## src/rtl/pwm_pkg.sv

```systemverilog
// Shared types and constants for the multi-channel PWM block.
package pwm_pkg;

   localparam int PWM_CNT_W = 8;

   typedef logic [PWM_CNT_W-1:0] cnt_t;

   typedef enum logic {
      PWM_UP     = 1'b0,
      PWM_CENTER = 1'b1
   } pwm_mode_e;

   localparam cnt_t PWM_DUTY_OFF = '0;

endpackage

```

## src/rtl/pwm_multi_if.sv

```systemverilog
// Programming bus of pwm_multi: a load strobe with period/duty values and the pending flag.
interface pwm_multi_if #(
   parameter int CNT_W = 8,
   parameter int N_CH  = 4
);

   logic                  load_i;
   logic [CNT_W-1:0]      period_i;
   logic [N_CH*CNT_W-1:0] duty_i;
   logic                  pend_o;

   modport master (output load_i, output period_i, output duty_i, input  pend_o);
   modport slave  (input  load_i, input  period_i, input  duty_i, output pend_o);

endinterface

```

## src/rtl/pwm_cmp_ch.sv

```systemverilog
// One PWM channel: double-buffered duty register and a registered comparator against the shared counter.
module pwm_cmp_ch
   import pwm_pkg::*;
#(
   parameter int CNT_W = 8
) (
   input  logic             clk,
   input  logic             rst,
   input  logic             run_i,
   input  logic             bypass_i,
   input  logic             stage_i,
   input  logic             apply_i,
   input  logic [CNT_W-1:0] duty_i,
   input  logic [CNT_W-1:0] cnt_i,
   output logic             dout_o
);

   logic [CNT_W-1:0] duty_act_q, duty_act_d;
   logic [CNT_W-1:0] duty_pend_q, duty_pend_d;
   logic             dout_q, dout_d;

   // The comparison uses next-state count and duty so the registered output lines up with cnt.
   always_comb begin
      duty_act_d  = duty_act_q;
      duty_pend_d = duty_pend_q;
      if (bypass_i) begin
         duty_act_d = duty_i;
      end else if (apply_i) begin
         duty_act_d = duty_pend_q;
      end
      if (stage_i) begin
         duty_pend_d = duty_i;
      end
      dout_d = run_i && (cnt_i < duty_act_d);
   end

   always_ff @(posedge clk) begin
      if (rst) begin
         duty_act_q  <= CNT_W'(PWM_DUTY_OFF);
         duty_pend_q <= CNT_W'(PWM_DUTY_OFF);
         dout_q      <= 1'b0;
      end else begin
         duty_act_q  <= duty_act_d;
         duty_pend_q <= duty_pend_d;
         dout_q      <= dout_d;
      end
   end

   assign dout_o = dout_q;

endmodule

```

## src/rtl/pwm_multi.sv

```systemverilog
// Multi-channel PWM with a shared period counter and glitch-free shadow updates at period boundaries.
// Optional up/down (centre-aligned) counting is built when PWM_CENTER_ALIGN_EN is defined.
module pwm_multi
   import pwm_pkg::*;
#(
   parameter int CNT_W = 8,
   parameter int N_CH  = 4
) (
   input  logic            clk,
   input  logic            rst,
   input  logic            en_i,
`ifdef PWM_CENTER_ALIGN_EN
   input  logic            center_i,
`endif
   pwm_multi_if.slave      cfg,
   output logic [N_CH-1:0] dout,
   output logic            period_end_o
);

   logic [CNT_W-1:0] cnt_q, cnt_d;
   logic [CNT_W-1:0] period_act_q, period_act_d;
   logic [CNT_W-1:0] period_pend_q, period_pend_d;
   logic             pend_q, pend_d;
   logic             period_end_q;
   logic             wrap, bypass, stage, apply_pend;

`ifdef PWM_CENTER_ALIGN_EN
   pwm_mode_e mode_q, mode_d;
   logic      dir_down_q, dir_down_d;

   // Centre mode walks 0..P..1 and turns around at P; the boundary is the step back to 0.
   always_comb begin
      cnt_d      = '0;
      dir_down_d = 1'b0;
      mode_d     = mode_q;
      if (en_i && mode_q == PWM_CENTER) begin
         if (period_act_q == '0) begin
            cnt_d = '0;
         end else if (!dir_down_q && cnt_q != period_act_q) begin
            cnt_d = cnt_q + CNT_W'(1);
         end else begin
            cnt_d = cnt_q - CNT_W'(1);
         end
         dir_down_d = (cnt_d != '0) && (dir_down_q || cnt_q == period_act_q);
      end else if (en_i) begin
         cnt_d = (cnt_q == period_act_q) ? '0 : cnt_q + CNT_W'(1);
      end
      if (wrap || !en_i) begin
         mode_d = center_i ? PWM_CENTER : PWM_UP;
      end
   end

   always_ff @(posedge clk) begin
      if (rst) begin
         mode_q     <= PWM_UP;
         dir_down_q <= 1'b0;
      end else begin
         mode_q     <= mode_d;
         dir_down_q <= dir_down_d;
      end
   end
`else
   always_comb begin
      cnt_d = '0;
      if (en_i) begin
         cnt_d = (cnt_q == period_act_q) ? '0 : cnt_q + CNT_W'(1);
      end
   end
`endif

   // A load on the wrap edge goes straight to the active set; idle time commits pending values.
   always_comb begin
      wrap          = en_i && (cnt_d == '0);
      bypass        = cfg.load_i && wrap;
      stage         = cfg.load_i && !wrap;
      apply_pend    = !cfg.load_i && pend_q && (wrap || !en_i);
      period_act_d  = period_act_q;
      period_pend_d = period_pend_q;
      pend_d        = pend_q;
      if (bypass) begin
         period_act_d = cfg.period_i;
      end else if (apply_pend) begin
         period_act_d = period_pend_q;
      end
      if (stage) begin
         period_pend_d = cfg.period_i;
         pend_d        = 1'b1;
      end else if (wrap || !en_i) begin
         pend_d        = 1'b0;
      end
   end

   always_ff @(posedge clk) begin
      if (rst) begin
         cnt_q         <= '0;
         period_act_q  <= '0;
         period_pend_q <= '0;
         pend_q        <= 1'b0;
         period_end_q  <= 1'b0;
      end else begin
         cnt_q         <= cnt_d;
         period_act_q  <= period_act_d;
         period_pend_q <= period_pend_d;
         pend_q        <= pend_d;
         period_end_q  <= wrap;
      end
   end

   for (genvar k = 0; k < N_CH; k++) begin : g_ch
      pwm_cmp_ch #(.CNT_W(CNT_W)) u_ch (
         .clk      (clk),
         .rst      (rst),
         .run_i    (en_i),
         .bypass_i (bypass),
         .stage_i  (stage),
         .apply_i  (apply_pend),
         .duty_i   (cfg.duty_i[k*CNT_W +: CNT_W]),
         .cnt_i    (cnt_d),
         .dout_o   (dout[k])
      );
   end

   assign period_end_o = period_end_q;
   assign cfg.pend_o   = pend_q;

endmodule

```

## src/flat_wrapper.sv

```systemverilog
// flat-port wrapper written by rule: the top's interface ports become plain ports
module pwm_multi_flat import pwm_pkg::*;
#(
   parameter int CNT_W = 8,
   parameter int N_CH  = 4
)
  (clk, rst, en_i, dout, period_end_o, cfg_load_i, cfg_period_i, cfg_duty_i, cfg_pend_o);
  pwm_multi_if #(.CNT_W(CNT_W), .N_CH(N_CH)) cfg_i ();
  input  logic clk;
  input  logic rst;
  input  logic en_i;
  output logic [N_CH-1:0] dout;
  output logic period_end_o;
  input wire logic [$bits(cfg_i.load_i)-1:0] cfg_load_i;
  input wire logic [$bits(cfg_i.period_i)-1:0] cfg_period_i;
  input wire logic [$bits(cfg_i.duty_i)-1:0] cfg_duty_i;
  output wire logic [$bits(cfg_i.pend_o)-1:0] cfg_pend_o;
  assign cfg_i.load_i = cfg_load_i;
  assign cfg_i.period_i = cfg_period_i;
  assign cfg_i.duty_i = cfg_duty_i;
  assign cfg_pend_o = cfg_i.pend_o;
  pwm_multi #(.CNT_W(CNT_W), .N_CH(N_CH)) u_core (.clk(clk), .rst(rst), .en_i(en_i), .cfg(cfg_i), .dout(dout), .period_end_o(period_end_o));
endmodule
```

## config.mk

```make
export PLATFORM = sky130hd
export DESIGN_NAME = pwm_multi_flat
export DESIGN_NICKNAME = d
export VERILOG_FILES = /design/src/rtl/pwm_pkg.sv /design/src/rtl/pwm_multi_if.sv /design/src/rtl/pwm_cmp_ch.sv /design/src/rtl/pwm_multi.sv /design/src/flat_wrapper.sv
export SDC_FILE = /design/constraint.sdc
export NUM_CORES = 1
export LEC_CHECK = 0
export ABC_CLOCK_PERIOD_IN_PS = 7100
export CORE_MARGIN = 3
export CORE_UTILIZATION = 40
export DETAILED_ROUTE_END_ITERATION = 10
export DONT_BUFFER_PORTS = 1
export PLACE_DENSITY = 0.6
export SKIP_LAST_GASP = 1
export SYNTH_ARGS = -nofsm -noshare
export SYNTH_HDL_FRONTEND = slang
export SYNTH_SLANG_ARGS = --single-unit
```

## constraint.sdc

```tcl
create_clock -name clk -period 7.1 [get_ports clk]
set_input_delay 1.42 -clock clk [delete_from_list [all_inputs] [get_ports clk]]
set_output_delay 1.42 -clock clk [all_outputs]
set_load 0.01 [all_outputs]
```

==> flow_summary.html <==
<table>
<tr><th>Metric</th><th>Value</th></tr>
<tr><th colspan="2">STA</th></tr>
<tr><td>RSZ-0062 raised after global routing</td><td>no</td></tr>
<tr><td>Share of the clock period used by the worst path</td><td>65.9%</td></tr>
<tr><td>Final clock skew</td><td>7.62 ps</td></tr>
<tr><td>Slew Limit Headroom</td><td>29.3%</td></tr>
<tr><td>Highest attainable clock frequency</td><td>214 MHz</td></tr>
<tr><td>Sum of negative setup slack</td><td>0 ps</td></tr>
<tr><td>Final setup violation count</td><td>0</td></tr>
<tr><td>Final-report hold violation count</td><td>0</td></tr>
<tr><td>Transition time at the pin with the least slew margin</td><td>1060 ps</td></tr>
<tr><td>Number of pins exceeding their max-slew limit in the final report</td><td>0</td></tr>
<tr><td>Final critical path time including I/O delays and setup</td><td>4680 ps</td></tr>
<tr><th colspan="2">Worst setup path</th></tr>
<tr><td>Critical setup path kind</td><td>flop to flop</td></tr>
<tr><td>CP Data Arrival Time</td><td>4970 ps</td></tr>
<tr><td>Endpoint type of the worst setup path</td><td>flop</td></tr>
<tr><td>End point of the critical path</td><td>u_core.g_ch[2].u_ch.dout_o$_SDFF_PP0_</td></tr>
<tr><td>Critical path's most frequent cell</td><td>ha_1</td></tr>
<tr><td>FF-to-FF Start</td><td>u_core.cnt_q[0]$_SDFF_PP0_</td></tr>
<tr><td>Library cell contributing the largest single delay on the critical path</td><td>or2_2</td></tr>
<tr><td>Kind of start point of the critical path</td><td>flop</td></tr>
<tr><td>Worst-path cell chain</td><td>ha_1 -&gt; nand3_1 -&gt; or3_1 -&gt; nand4_1 -&gt; o21a_2 -&gt; or2_2 -&gt; buf_4 -&gt; mux2i_2 -&gt; ha_1 -&gt; a21o_1 -&gt; a2111oi_0 -&gt; o31a_1 -&gt; a31o_1</td></tr>
<tr><td>Cell family contributing the most delay on the critical path</td><td>compound AO/OA/AOI/OAI gates</td></tr>
<tr><td>Peak per-stage delay on the critical path</td><td>600 ps</td></tr>
<tr><td>Worst Path Required</td><td>7390 ps</td></tr>
<tr><td>Number of gates on the worst path with buffers counted</td><td>13</td></tr>
<tr><td>Register-to-register path setup slack</td><td>2420 ps</td></tr>
<tr><td>Number of buffer and inverter stages on the critical path</td><td>1</td></tr>
<tr><td>Depth of the most critical reg-to-reg path</td><td>13</td></tr>
<tr><td>Worst Setup SP</td><td>u_core.cnt_q[0]$_SDFF_PP0_</td></tr>
<tr><td>Highest net fanout along the worst path</td><td>30</td></tr>
<tr><td>Crit Reg-Reg Endpoint</td><td>u_core.g_ch[2].u_ch.dout_o$_SDFF_PP0_</td></tr>
<tr><th colspan="2">Drt</th></tr>
<tr><td>Router iterations before antenna repair</td><td>4</td></tr>
<tr><td>Final wirelength</td><td>10000 µm</td></tr>
<tr><td>Post-route DRC</td><td>0</td></tr>
<tr><td>Average via count per standard cell</td><td>5.41</td></tr>
<tr><td>Final antenna-violating net count</td><td>0</td></tr>
<tr><td>Starting DRT DRC Count</td><td>224</td></tr>
<tr><td>Vias</td><td>3261</td></tr>
<tr><td>Routed WL per cell</td><td>16.6 µm</td></tr>
<tr><th colspan="2">Global route</th></tr>
<tr><td>Initial antenna violation count</td><td>0</td></tr>
<tr><td>Final global-route overflow total</td><td>0</td></tr>
<tr><td>GR Util All Layers</td><td>16.0%</td></tr>
<tr><td>Global-route wire length before repair</td><td>16500 µm</td></tr>
<tr><td>Number of global-route vias before repair</td><td>3149</td></tr>
<tr><td>Pin count of the biggest net entering global routing</td><td>91</td></tr>
<tr><th colspan="2">Final layout</th></tr>
<tr><td>Number of antenna cells inserted</td><td>0</td></tr>
<tr><td>Fin area</td><td>5070 µm²</td></tr>
<tr><td>Fill cell instance count of the final layout</td><td>1124</td></tr>
<tr><td>Commonest cells after routing, fill and taps aside</td><td>dfxtp_1 (94), nor2_1 (93), mux2i_1 (60), ha_1 (29), mux2_2 (28)</td></tr>
<tr><td>Number of standard cells in the layout, taps in and fillers out</td><td>603</td></tr>
<tr><td>Area growth syn-to-layout</td><td>6.48%</td></tr>
<tr><td>Fin util</td><td>44.1%</td></tr>
<tr><td>Fraction of layout cells with a size suffix above 1</td><td>14.8%</td></tr>
<tr><td>Commonest non-fill, non-tap cell in the layout</td><td>dfxtp_1</td></tr>
<tr><td>NumNets Final</td><td>528</td></tr>
<tr><th colspan="2">Power</th></tr>
<tr><td>Pleak</td><td>2.06 nW</td></tr>
<tr><td>Maximum ir drop on the vdd rail</td><td>0.118 mV</td></tr>
<tr><td>P per Cell Area</td><td>256 nW/µm²</td></tr>
<tr><td>Total power</td><td>1.30 mW</td></tr>
<tr><th colspan="2">Clock network</th></tr>
<tr><td>Number of resized instances in the post-cts repair step</td><td>0</td></tr>
<tr><td>Setup bufs post-CTS</td><td>0</td></tr>
<tr><td>Number of clock sinks seen by CTS</td><td>94</td></tr>
<tr><td>Clock tree from TritonCTS</td><td>done</td></tr>
<tr><td>Skew-Pair Late Insertion Delay</td><td>350 ps</td></tr>
<tr><td>Root Driver</td><td>clkbuf_16</td></tr>
<tr><td>CTS Hold Bufs</td><td>0</td></tr>
<tr><td># H-tree levels</td><td>3</td></tr>
<tr><td>Clock Pin Slew Worst Setup and Hold Paths</td><td>70 ps</td></tr>
<tr><td>Number of buffers between clock root and the deepest sink</td><td>2</td></tr>
<tr><td>Num CTS Buffers</td><td>9</td></tr>
<tr><th colspan="2">Floorplan</th></tr>
<tr><td>Effective utilization at floorplan</td><td>41.4%</td></tr>
<tr><td>Die width</td><td>115 µm</td></tr>
<tr><td>Vertical extent of the die</td><td>115 µm</td></tr>
<tr><td>Core ar.</td><td>11500 µm²</td></tr>
<tr><td>Die Area</td><td>13300 µm²</td></tr>
<tr><td>Number of ports placed on the die boundary</td><td>50</td></tr>
<tr><td>Std-Cell Rows</td><td>39</td></tr>
<tr><th colspan="2">Synthesis</th></tr>
<tr><td>Prevailing post-synth register cell</td><td>dfxtp_1</td></tr>
<tr><td>Register bit total from synthesis</td><td>94</td></tr>
<tr><td>Post-synthesis instance area</td><td>4770 µm²</td></tr>
<tr><td>Sequential-to-total area share from yosys stat</td><td>39.5%</td></tr>
<tr><td>Distinct cell type count of the synthesized netlist</td><td>41</td></tr>
<tr><td>Portion of synthesized cell area occupied by the leading cell type</td><td>39.5%</td></tr>
<tr><td>Asr flop ratio synth</td><td>0%</td></tr>
<tr><td>Post-Syn Instances</td><td>475</td></tr>
<tr><td>Synthesized area per cell</td><td>10.0 µm²</td></tr>
<tr><td>Synthesized net count</td><td>548</td></tr>
<tr><td>Number of enable flip-flop cells after synthesis</td><td>0</td></tr>
<tr><td>Leading area contributor after synthesis</td><td>dfxtp_1</td></tr>
<tr><td>Synthesis Warnings</td><td>0</td></tr>
<tr><td>Top cells by area, synth</td><td>dfxtp_1 (39%), mux2i_1 (13%), ha_1 (7.6%)</td></tr>
<tr><th colspan="2">Placed design</th></tr>
<tr><td>Placed cell count</td><td>587</td></tr>
<tr><td>GP Congestion</td><td>0.797</td></tr>
<tr><td>Half-perimeter wire length of the detailed placement result</td><td>6820 µm</td></tr>
<tr><td>Port bufs</td><td>0</td></tr>
<tr><td>Placed Area</td><td>4770 µm²</td></tr>
<tr><th colspan="2">Flow run</th></tr>
<tr><td>Number of maximum-capacitance violations</td><td>0</td></tr>
<tr><th colspan="2">Hold path</th></tr>
<tr><td>Path category of the worst min-delay check</td><td>flop to flop</td></tr>
<tr><th colspan="2">Outcome</th></tr>
<tr><td>Run status</td><td>finished, final reports clean</td></tr>
</table>
## through the flow
step,hold WS [ps],worst slack (ps)
floorplan,454,3090
global placement,467,2350
detailed placement,478,2260
CTS,496,2520
global route,524,2060
finish,492,2420
## routing by layer
| metal | up-vias | global-route usage [%] | routed length [µm] |
|---|---|---|---|
| li1 | 1644 | - | - |
| met4 | 0 | 5.79 | 160 |
| met2 | 48 | 24.5 | 4600 |
| met5 | - | 0 | 0 |
| met3 | 11 | 6.11 | 627 |
| met1 | 1558 | 20.6 | 4630 |
## worst min-delay path, delay by kind of cell, from the launching register on
kind | cells | cell delay (ps)
flops | 1 | 320
mux | 1 | 60
simple gates | 1 | 70
## cell usage after synthesis (all sizes together), types with 2 or more instances
master,instances
dfxtp,94
nor2,93
mux2i,80
ha,29
mux2,29
buf,22
nor3,15
clkbuf,12
a211oi,11
o21ai,10
xnor2,10
nand2,7
nand3,7
nand4,7
a21o,5
inv,5
a2111oi,4
a21oi,4
a31o,4
and2,3
nand2b,3
o21a,3
o221ai,3
o31a,3
or3,2
xor2,2
## cell families (layout without fill, tap and decap cells)
| kind of cell | after synthesis | in the layout | synth area share, % |
|---|---|---|---|
| adders and majority gates | 29 | 29 | 7.61 |
| buffers and inverters | 39 | 24 | 4.80 |
| muxes | 109 | 109 | 25.2 |
| and+or+nand+nor | 142 | 142 | 13.0 |
| AOI/OAI and AO/OA | 50 | 50 | 7.69 |
| DFF | 94 | 94 | 39.5 |
| xor gates and xnor gates | 12 | 12 | 2.21 |
## final cells by class
class / count / area [µm²] / share of cell area (%)
clock buffer: 13 / 240 / 4.73
clock inverter: 3 / 68.8 / 1.36
inverter: 5 / 18.8 / 0.370
multi-input combinational: 342 / 2660 / 52.5
sequential: 94 / 1880 / 37.1
tap: 143 / 179 / 3.53
timing repair buffer: 3 / 22.5 / 0.444
## sequential cells by signal, summed over array words and instances, names as in the netlist
name	count
u_core.cnt_q	8
u_core.cfg.pend_o	1
u_core.g_ch.u_ch.duty_pend_q	32
u_core.period_act_q	8
u_core.period_pend_q	8
u_core.period_end_o	1
u_core.g_ch.u_ch.dout_o	4
u_core.g_ch.u_ch.duty_act_q	32
## power by group
group	internal, mW	switching, mW
Sequential	0.569	0.0231
Combinational	0.0953	0.106
Clock	0.310	0.199
## how the worst min path moves through the flow
stage                                                          from                                              end  slack [ps]  cells after the start
detailed placement  u_core.g_ch[3].u_ch.duty_pend_q[7]$_SDFFE_PP0P_  u_core.g_ch[3].u_ch.duty_pend_q[7]$_SDFFE_PP0P_         480                      2
floorplan           u_core.g_ch[0].u_ch.duty_pend_q[1]$_SDFFE_PP0P_  u_core.g_ch[0].u_ch.duty_pend_q[1]$_SDFFE_PP0P_         450                      2
global route                   u_core.period_pend_q[7]$_SDFFE_PP0P_             u_core.period_pend_q[7]$_SDFFE_PP0P_         520                      2
global placement    u_core.g_ch[1].u_ch.duty_pend_q[6]$_SDFFE_PP0P_  u_core.g_ch[1].u_ch.duty_pend_q[6]$_SDFFE_PP0P_         470                      2
CTS                 u_core.g_ch[2].u_ch.duty_pend_q[2]$_SDFFE_PP0P_  u_core.g_ch[2].u_ch.duty_pend_q[2]$_SDFFE_PP0P_         500                      2
finish              u_core.g_ch[3].u_ch.duty_pend_q[7]$_SDFFE_PP0P_  u_core.g_ch[3].u_ch.duty_pend_q[7]$_SDFFE_PP0P_         490                      2
Note: power is estimated with default switching activity, not from simulation.
